$ cat config.mk
export PLATFORM = sky130hd
export DESIGN_NAME = uart_word_tx
export DESIGN_NICKNAME = d
export VERILOG_FILES = /design/src/rtl/uart_pkg.sv /design/src/rtl/uart_tx_fifo.sv /design/src/rtl/uart_word_tx.sv
export SDC_FILE = /design/constraint.sdc
export NUM_CORES = 1
export LEC_CHECK = 0
export ABC_AREA = 1
export BUFFER_PORTS_ARGS = -buffer_cell sky130_fd_sc_hd__buf_4
export CELL_PAD_IN_SITES_DETAIL_PLACEMENT = 2
export CELL_PAD_IN_SITES_GLOBAL_PLACEMENT = 2
export CORE_UTILIZATION = 33
export DETAILED_ROUTE_END_ITERATION = 8
export HOLD_SLACK_MARGIN = 0.03
export PLACE_DENSITY_LB_ADDON = 0.1
export RECOVER_POWER = 100
export SLEW_MARGIN = 5
export SYNTH_ARGS = -nofsm -noshare
export SYNTH_HDL_FRONTEND = slang
export SYNTH_SLANG_ARGS = --single-unit
$ cat constraint.sdc
create_clock -name clk -period 2.35 [get_ports clk]
set_input_delay 0.235 -clock clk [delete_from_list [all_inputs] [get_ports clk]]
set_output_delay 0.235 -clock clk [all_outputs]
set_load 0.01 [all_outputs]
$ cat src/rtl/uart_pkg.sv
`default_nettype none
// ============================================================================
//  Module      : uart_pkg
//  Description : Shared types and constants for the word-capable UART
//                transmitter. Holds the transmit FSM state encoding, the
//                character width and the line idle level.
//  Revision    : 1.0 - initial release
// ============================================================================
package uart_pkg;

    typedef enum logic [1:0] {
        IDLE  = 2'd0,
        START = 2'd1,
        DATA  = 2'd2,
        STOP  = 2'd3
    } uart_tx_state_t;

    localparam int   UART_DATA_BITS = 8;
    localparam logic UART_IDLE_LVL  = 1'b1;

endpackage
`default_nettype wire

$ cat src/rtl/uart_tx_fifo.sv
`default_nettype none
// ============================================================================
//  Module      : uart_tx_fifo
//  Description : Byte FIFO feeding the UART serialiser. One write can push
//                either a single byte or a whole 32-bit word (four bytes,
//                least significant byte first). Writes are judged against
//                the occupancy at the start of the cycle, so a same-cycle
//                pop never makes room for a push.
//  Ports       : clk, rst_n           - clock, async active-low reset
//                i_wr_en/i_wr_data    - single byte push
//                i_wr_word_en/i_wr_word - four byte push (wins over byte)
//                i_rd_en/o_rd_data    - pop, head byte (valid when count!=0)
//                o_count/o_full/o_word_ok - registered occupancy flags
//                o_overflow           - registered pulse on a rejected write
//                o_empty_nxt          - occupancy after this edge is zero
//  Revision    : 1.0 - initial release
// ============================================================================
module uart_tx_fifo #(
    parameter int FIFO_DEPTH = 16
) (
    input  logic                            clk,
    input  logic                            rst_n,
    input  logic                            i_wr_en,
    input  logic [7:0]                      i_wr_data,
    input  logic                            i_wr_word_en,
    input  logic [31:0]                     i_wr_word,
    input  logic                            i_rd_en,
    output logic [7:0]                      o_rd_data,
    output logic [$clog2(FIFO_DEPTH+1)-1:0] o_count,
    output logic                            o_full,
    output logic                            o_word_ok,
    output logic                            o_overflow,
    output logic                            o_empty_nxt
);

    localparam int AW = $clog2(FIFO_DEPTH);
    localparam int CW = $clog2(FIFO_DEPTH + 1);
    localparam logic [CW-1:0] c_depth    = CW'(FIFO_DEPTH);
    localparam logic [CW-1:0] c_word_max = CW'(FIFO_DEPTH - 4);

    logic [7:0]    r_mem [FIFO_DEPTH];
    logic [AW-1:0] r_wptr;
    logic [AW-1:0] r_rptr;
    logic [CW-1:0] r_count;
    logic          r_full;
    logic          r_word_ok;
    logic          r_overflow;

    logic          w_push_byte;
    logic          w_push_word;
    logic          w_reject;
    logic [CW-1:0] w_count_nxt;

    always_comb begin
        // The word path always wins; a byte offered alongside it is lost.
        w_push_word = i_wr_word_en && r_word_ok;
        w_push_byte = i_wr_en && !i_wr_word_en && !r_full;
        w_reject    = (i_wr_word_en && (i_wr_en || !r_word_ok)) ||
                      (i_wr_en && !i_wr_word_en && r_full);
        w_count_nxt = r_count;
        if (w_push_word) w_count_nxt = w_count_nxt + CW'(4);
        if (w_push_byte) w_count_nxt = w_count_nxt + CW'(1);
        if (i_rd_en)     w_count_nxt = w_count_nxt - CW'(1);
    end

    // Storage carries no reset; only the pointers define validity.
    always_ff @(posedge clk) begin
        if (w_push_word) begin
            for (int k = 0; k < 4; k++) begin
                r_mem[r_wptr + AW'(k)] <= i_wr_word[8*k +: 8];
            end
        end else if (w_push_byte) begin
            r_mem[r_wptr] <= i_wr_data;
        end
    end

    always_ff @(posedge clk or negedge rst_n) begin
        if (!rst_n) begin
            r_wptr     <= '0;
            r_rptr     <= '0;
            r_count    <= '0;
            r_full     <= 1'b0;
            r_word_ok  <= 1'b1;
            r_overflow <= 1'b0;
        end else begin
            if (w_push_word)      r_wptr <= r_wptr + AW'(4);
            else if (w_push_byte) r_wptr <= r_wptr + AW'(1);
            if (i_rd_en)          r_rptr <= r_rptr + AW'(1);
            r_count    <= w_count_nxt;
            r_full     <= (w_count_nxt == c_depth);
            r_word_ok  <= (w_count_nxt <= c_word_max);
            r_overflow <= w_reject;
        end
    end

    assign o_rd_data   = r_mem[r_rptr];
    assign o_count     = r_count;
    assign o_full      = r_full;
    assign o_word_ok   = r_word_ok;
    assign o_overflow  = r_overflow;
    assign o_empty_nxt = (w_count_nxt == '0);

endmodule
`default_nettype wire

$ cat src/rtl/uart_word_tx.sv
`default_nettype none
// ============================================================================
//  Module      : uart_word_tx
//  Description : UART transmitter accepting bytes or 32-bit words. Bytes are
//                queued in uart_tx_fifo and sent 8N1/8N2, each bit lasting
//                OVERSAMPLE baud_tick pulses. Frames run back to back while
//                the FIFO holds data. All outputs come straight from flops.
//  Ports       : clk, rst_n        - clock, async active-low reset
//                baud_tick         - oversampling enable, one clk wide
//                wr_en/wr_data     - push one byte
//                wr_word_en/wr_word - push four bytes, [7:0] first
//                tx                - serial line, idles high
//                busy              - frame running or FIFO non-empty
//                full/word_ok/count - FIFO status
//                overflow          - pulse on a rejected write
//                tx_done           - pulse after the last stop bit
//  Revision    : 1.0 - initial release
// ============================================================================
module uart_word_tx
    import uart_pkg::*;
#(
    parameter int FIFO_DEPTH = 16,
    parameter int OVERSAMPLE = 16,
    parameter int STOP_BITS  = 1
) (
    input  logic                            clk,
    input  logic                            rst_n,
    input  logic                            baud_tick,
    input  logic                            wr_en,
    input  logic [7:0]                      wr_data,
    input  logic                            wr_word_en,
    input  logic [31:0]                     wr_word,
    output logic                            tx,
    output logic                            busy,
    output logic                            full,
    output logic                            word_ok,
    output logic [$clog2(FIFO_DEPTH+1)-1:0] count,
    output logic                            overflow,
    output logic                            tx_done
);

    localparam int TW = (OVERSAMPLE > 1) ? $clog2(OVERSAMPLE) : 1;
    localparam int BW = $clog2(UART_DATA_BITS);
    localparam logic [TW-1:0] c_tick_last = TW'(OVERSAMPLE - 1);
    localparam logic [BW-1:0] c_bit_last  = BW'(UART_DATA_BITS - 1);
    localparam logic          c_stop_last = (STOP_BITS == 2);

    uart_tx_state_t            r_state, w_state_nxt;
    logic [UART_DATA_BITS-1:0] r_shift, w_shift_nxt;
    logic [TW-1:0]             r_tick, w_tick_nxt;
    logic [BW-1:0]             r_bit_idx, w_bit_idx_nxt;
    logic                      r_stop_idx, w_stop_idx_nxt;
    logic                      r_tx, w_tx_nxt;
    logic                      r_tx_done, w_tx_done_nxt;
    logic                      r_busy;

    logic       w_pop;
    logic       w_bit_end;
    logic       w_empty_nxt;
    logic [7:0] w_head;

    uart_tx_fifo #(
        .FIFO_DEPTH (FIFO_DEPTH)
    ) u_fifo (
        .clk          (clk),
        .rst_n        (rst_n),
        .i_wr_en      (wr_en),
        .i_wr_data    (wr_data),
        .i_wr_word_en (wr_word_en),
        .i_wr_word    (wr_word),
        .i_rd_en      (w_pop),
        .o_rd_data    (w_head),
        .o_count      (count),
        .o_full       (full),
        .o_word_ok    (word_ok),
        .o_overflow   (overflow),
        .o_empty_nxt  (w_empty_nxt)
    );

    always_comb begin
        w_state_nxt    = r_state;
        w_shift_nxt    = r_shift;
        w_tick_nxt     = r_tick;
        w_bit_idx_nxt  = r_bit_idx;
        w_stop_idx_nxt = r_stop_idx;
        w_tx_done_nxt  = 1'b0;
        w_pop          = 1'b0;
        w_bit_end      = baud_tick && (r_tick == c_tick_last);

        if (baud_tick && (r_state != IDLE)) begin
            w_tick_nxt = w_bit_end ? '0 : r_tick + TW'(1);
        end

        case (r_state)
            IDLE: begin
                w_pop = (count != '0);
            end
            START: begin
                if (w_bit_end) w_state_nxt = DATA;
            end
            DATA: begin
                if (w_bit_end) begin
                    w_shift_nxt   = r_shift >> 1;
                    w_bit_idx_nxt = r_bit_idx + BW'(1);
                    if (r_bit_idx == c_bit_last) begin
                        w_state_nxt    = STOP;
                        w_stop_idx_nxt = 1'b0;
                    end
                end
            end
            STOP: begin
                if (w_bit_end) begin
                    if (r_stop_idx == c_stop_last) begin
                        w_tx_done_nxt = 1'b1;
                        w_state_nxt   = IDLE;
                        // Chain straight into the next start bit when data waits.
                        w_pop         = (count != '0);
                    end else begin
                        w_stop_idx_nxt = 1'b1;
                    end
                end
            end
            default: w_state_nxt = IDLE;
        endcase

        if (w_pop) begin
            w_shift_nxt   = w_head;
            w_tick_nxt    = '0;
            w_bit_idx_nxt = '0;
            w_state_nxt   = START;
        end

        // tx is registered from the next state so the line changes with it.
        case (w_state_nxt)
            START:   w_tx_nxt = 1'b0;
            DATA:    w_tx_nxt = w_shift_nxt[0];
            default: w_tx_nxt = UART_IDLE_LVL;
        endcase
    end

    always_ff @(posedge clk or negedge rst_n) begin
        if (!rst_n) begin
            r_state    <= IDLE;
            r_shift    <= '0;
            r_tick     <= '0;
            r_bit_idx  <= '0;
            r_stop_idx <= 1'b0;
            r_tx       <= UART_IDLE_LVL;
            r_tx_done  <= 1'b0;
            r_busy     <= 1'b0;
        end else begin
            r_state    <= w_state_nxt;
            r_shift    <= w_shift_nxt;
            r_tick     <= w_tick_nxt;
            r_bit_idx  <= w_bit_idx_nxt;
            r_stop_idx <= w_stop_idx_nxt;
            r_tx       <= w_tx_nxt;
            r_tx_done  <= w_tx_done_nxt;
            r_busy     <= (w_state_nxt != IDLE) || !w_empty_nxt;
        end
    end

    assign tx      = r_tx;
    assign tx_done = r_tx_done;
    assign busy    = r_busy;

endmodule
`default_nettype wire
==> impl_metrics.ini <==
[clock_tree]
cts_tree = done
cts_buffers = 17
clkLatencyLatePin_ns = 0.47
clock_sinks = 164
clk_pin_slew_ns = 0.07
cts_buffer_depth = 2
htreeDepth = 4
cts-root-buf = clkbuf_16

[global_routing]
globalRouteTotalUtil = 0.3696
grt_max_degree = 63
grt_pass1_wl_um = 94580
grt_overflow = 0
antenna_found_initial = 2
grt_pass1_vias = 13540

[hold_path]
hp-start = wr_en
min_path_type = input pin to register
whs_endpoint = u_fifo.o_overflow$_DFF_PN0_
holdPathStages = 3

[floorplan]
core_um2 = 34710
initial_core_util = 0.3370
dieWidth_um = 190.3
ios = 56
row_count = 68
die_area_um2 = 36200
die_h_um = 190.3

[worst_setup_path]
cp.arrival_ns = 2.59
cp_data_required_time_ns = 2.52
worstPathCellList = ha_4, nor2_1, nor2_2, nor2_2, nand2_2, inv_4, nor2_4, o211ai_1, clkbuf_16
crit_top_cell = nor2_2
start_kind = register
max_stage_delay_ns = 0.46
path_class = register to register
worst_r2r_path_depth = 9
worst_setup_path_end_kind = register
rrSetupSlack_ns = -0.07
path_buf_inv = 2
worstReg2RegStart = u_fifo.r_wptr[1]$_DFFE_PN0P_
crit_path_start = u_fifo.r_wptr[1]$_DFFE_PN0P_
r2r_end = u_fifo.r_mem[6][0]$_DFFE_PP_
critPathMaxFanout = 8
critPathSlowestCell = dfrtp_2
critPathTopFamily = simple AND/OR/NAND/NOR gates

[synthesis]
synth_edf_count = 128
synth_seq_area_share = 0.4058
ys_types = 36
syn-num-nets = 1640
synth.cell_area_um2 = 11700
syn_area_per_cell_um2 = 7.455
synth-seq-cells = 164
yosysTopAreaCell = edfxtp_1
synth_area_leaders = edfxtp_1 (33%), nand2_1 (9.9%), o21ai_0 (8.0%)
syn_inst = 1569
async_flop_share = 0.2195
synth_top_area_frac = 0.3286
dominantRegCellSynth = edfxtp_1
yosys_warnings = 0

[sta]
timing.fmax_mhz = 413.4
relSlewSlack = 0.2728
min_period_over_period = 1.029
post-route-min-period_ns = 2.419
fin_ws_ns = -0.06879
finalHoldViolations = 0
final.setup.tns_ns = -0.6183
skew_ns = 0.02122
finalSetupViolCount = 17
drv_slew = 0
rsz0062_at_grt = yes
tightest_slew_ns = 1.091

[pwr]
swShare = 0.4917
p_per_area_nw_per_um2 = 1233
p_clk_frac = 0.160
peakVddDrop_mv = 1.183
p_leak_nw = 6.207
p_comb_frac = 0.588
cell_internal_pwr_mw = 9.402
p_seq_frac = 0.252
p_sw_mw = 9.095

[detailed_routing]
ant_nets = 0
first_pass_iters = 5
via_per_inst = 6.077
drt_wl_total_um = 67920
wl_per_cell_um = 30.55
vias = 13510
drc = 0
drt_iter0_markers = 1394

[place]
port_buffers = 55
gp_congestion = 0.9683
dpl.hpwl_um = 48610

[run_status]
outcome = finished with violations
violations = negative setup slack

[finish]
syn2layout_area_growth_pct = 28.23
num_antenna_cells = 0
mostFrequentLayoutCells = nand2_1 (299), buf_4 (208), a21oi_1 (181), o21ai_0 (172), nor2_1 (170)
drive_gt1_frac = 0.2223
post-route-util = 0.4321
final_common_cell = nand2_1
ff_latch_area_um2 = 4751
multi_input_area_um2 = 6386
fillers = 3966
layout.nets = 1826

[job]
cap_violations = 0
-- tightest hold or removal path: stages --
cell and delay [ns]:
buf_4 0.11, a21oi_1 0.04, nor2_1 0.09
-- power groups by stage --
stage / clock (mW) / combinational (mW) / sequential, mW
floorplan: 0 / 5.04 / 4.54
global placement: 0 / 9.31 / 4.64
detailed placement: 0 / 9.72 / 4.68
CTS: 2.97 / 9.87 / 4.63
global route: 3.07 / 11.5 / 4.70
finish: 2.95 / 10.9 / 4.66
-- final cells by class --
| class | count | share of cell area |
|---|---|---|
| Clock inverter | 15 | 0.01076 |
| Timing Repair inverter | 1 | 0.0005005 |
| Timing Repair Buffer | 241 | 0.1431 |
| Inverter | 138 | 0.03679 |
| Multi-Input combinational cell | 1192 | 0.4258 |
| Tap cell | 455 | 0.03795 |
| Clock buffer | 17 | 0.02836 |
| Sequential cell | 164 | 0.3167 |
-- worst max-delay path by stage --
stage	endpoint	slack, ns	depth (start not counted)
5_1_grt	u_fifo.r_mem[9][5]$_DFFE_PP_	-0.11	11
3_5_place_dp	u_fifo.r_mem[6][3]$_DFFE_PP_	-0.21	10
4_1_cts	u_fifo.r_mem[14][3]$_DFFE_PP_	-0.04	13
2_1_floorplan	u_fifo.r_mem[0][0]$_DFFE_PP_	0.08	8
3_3_place_gp	u_fifo.r_mem[6][1]$_DFFE_PP_	-0.22	10
6_report	u_fifo.r_mem[6][0]$_DFFE_PP_	-0.07	9
-- synth_stat cells (13+ instances only) --
library cell / n
edfxtp_1: 128
buf_2: 23
o21ai_0: 186
clkbuf_1: 42
nor2_1: 179
o211ai_1: 115
clkinv_1: 17
dfrtp_1: 34
a21oi_1: 183
nand2_1: 309
ha_1: 26
nor2_2: 18
inv_2: 15
nand3_1: 85
nand2_2: 13
inv_1: 104
-- metrics by stage --
step                power, mW  instances  instance area [um2]  setup slack (ns)  hold slack [ns]
detailed placement      14.40       2160                13820           -0.2104           0.2604
finish                  18.50       2223                15000          -0.06879          0.04490
floorplan               9.580       1569                11700           0.07778         -0.06059
CTS                     17.47       2197                14500          -0.03728          0.05423
global route            19.26       2223                15000           -0.1091          0.08178
global placement        13.95       2160                13820           -0.2219           0.2546
-- state kept, by name, indices dropped and copies added (netlist names) --
signal	count
u_fifo.r_mem	128
r_shift	8
u_fifo.o_count	5
r_tick	4
u_fifo.r_rptr	4
u_fifo.r_wptr	4
r_bit_idx	3
r_state	2
busy	1
tx	1
tx_done	1
u_fifo.o_full	1
u_fifo.o_overflow	1
u_fifo.o_word_ok	1
-- logic make-up after synthesis --
| group | after synthesis | synth area share |
|---|---|---|
| AOI/OAI and AO/OA | 525 | 0.2549 |
| xor gates and xnor gates | 11 | 0.008878 |
| adders and majority gates | 26 | 0.02781 |
| buffers and inverters | 215 | 0.07380 |
| DFF | 164 | 0.4058 |
| and+or+nand+nor | 628 | 0.2288 |
-- repair_timing --
action	in CTS	in global routing
pin swaps	2	13
resized for setup	18	84
endpoints found under the hold margin	34	0
cloned	1	2
hold buffers	1	0
endpoints found under the setup margin	95	239
setup buffers	3	24
-- layer usage --
metal	track usage	vias up	wire, um
li1	-	5833	-
met1	0.4837	6860	28350
met2	0.5931	632	30980
met3	0.05300	184	4532
met4	0.1898	0	4052
met5	0	-	0
(Power assumes the default switching activity.)
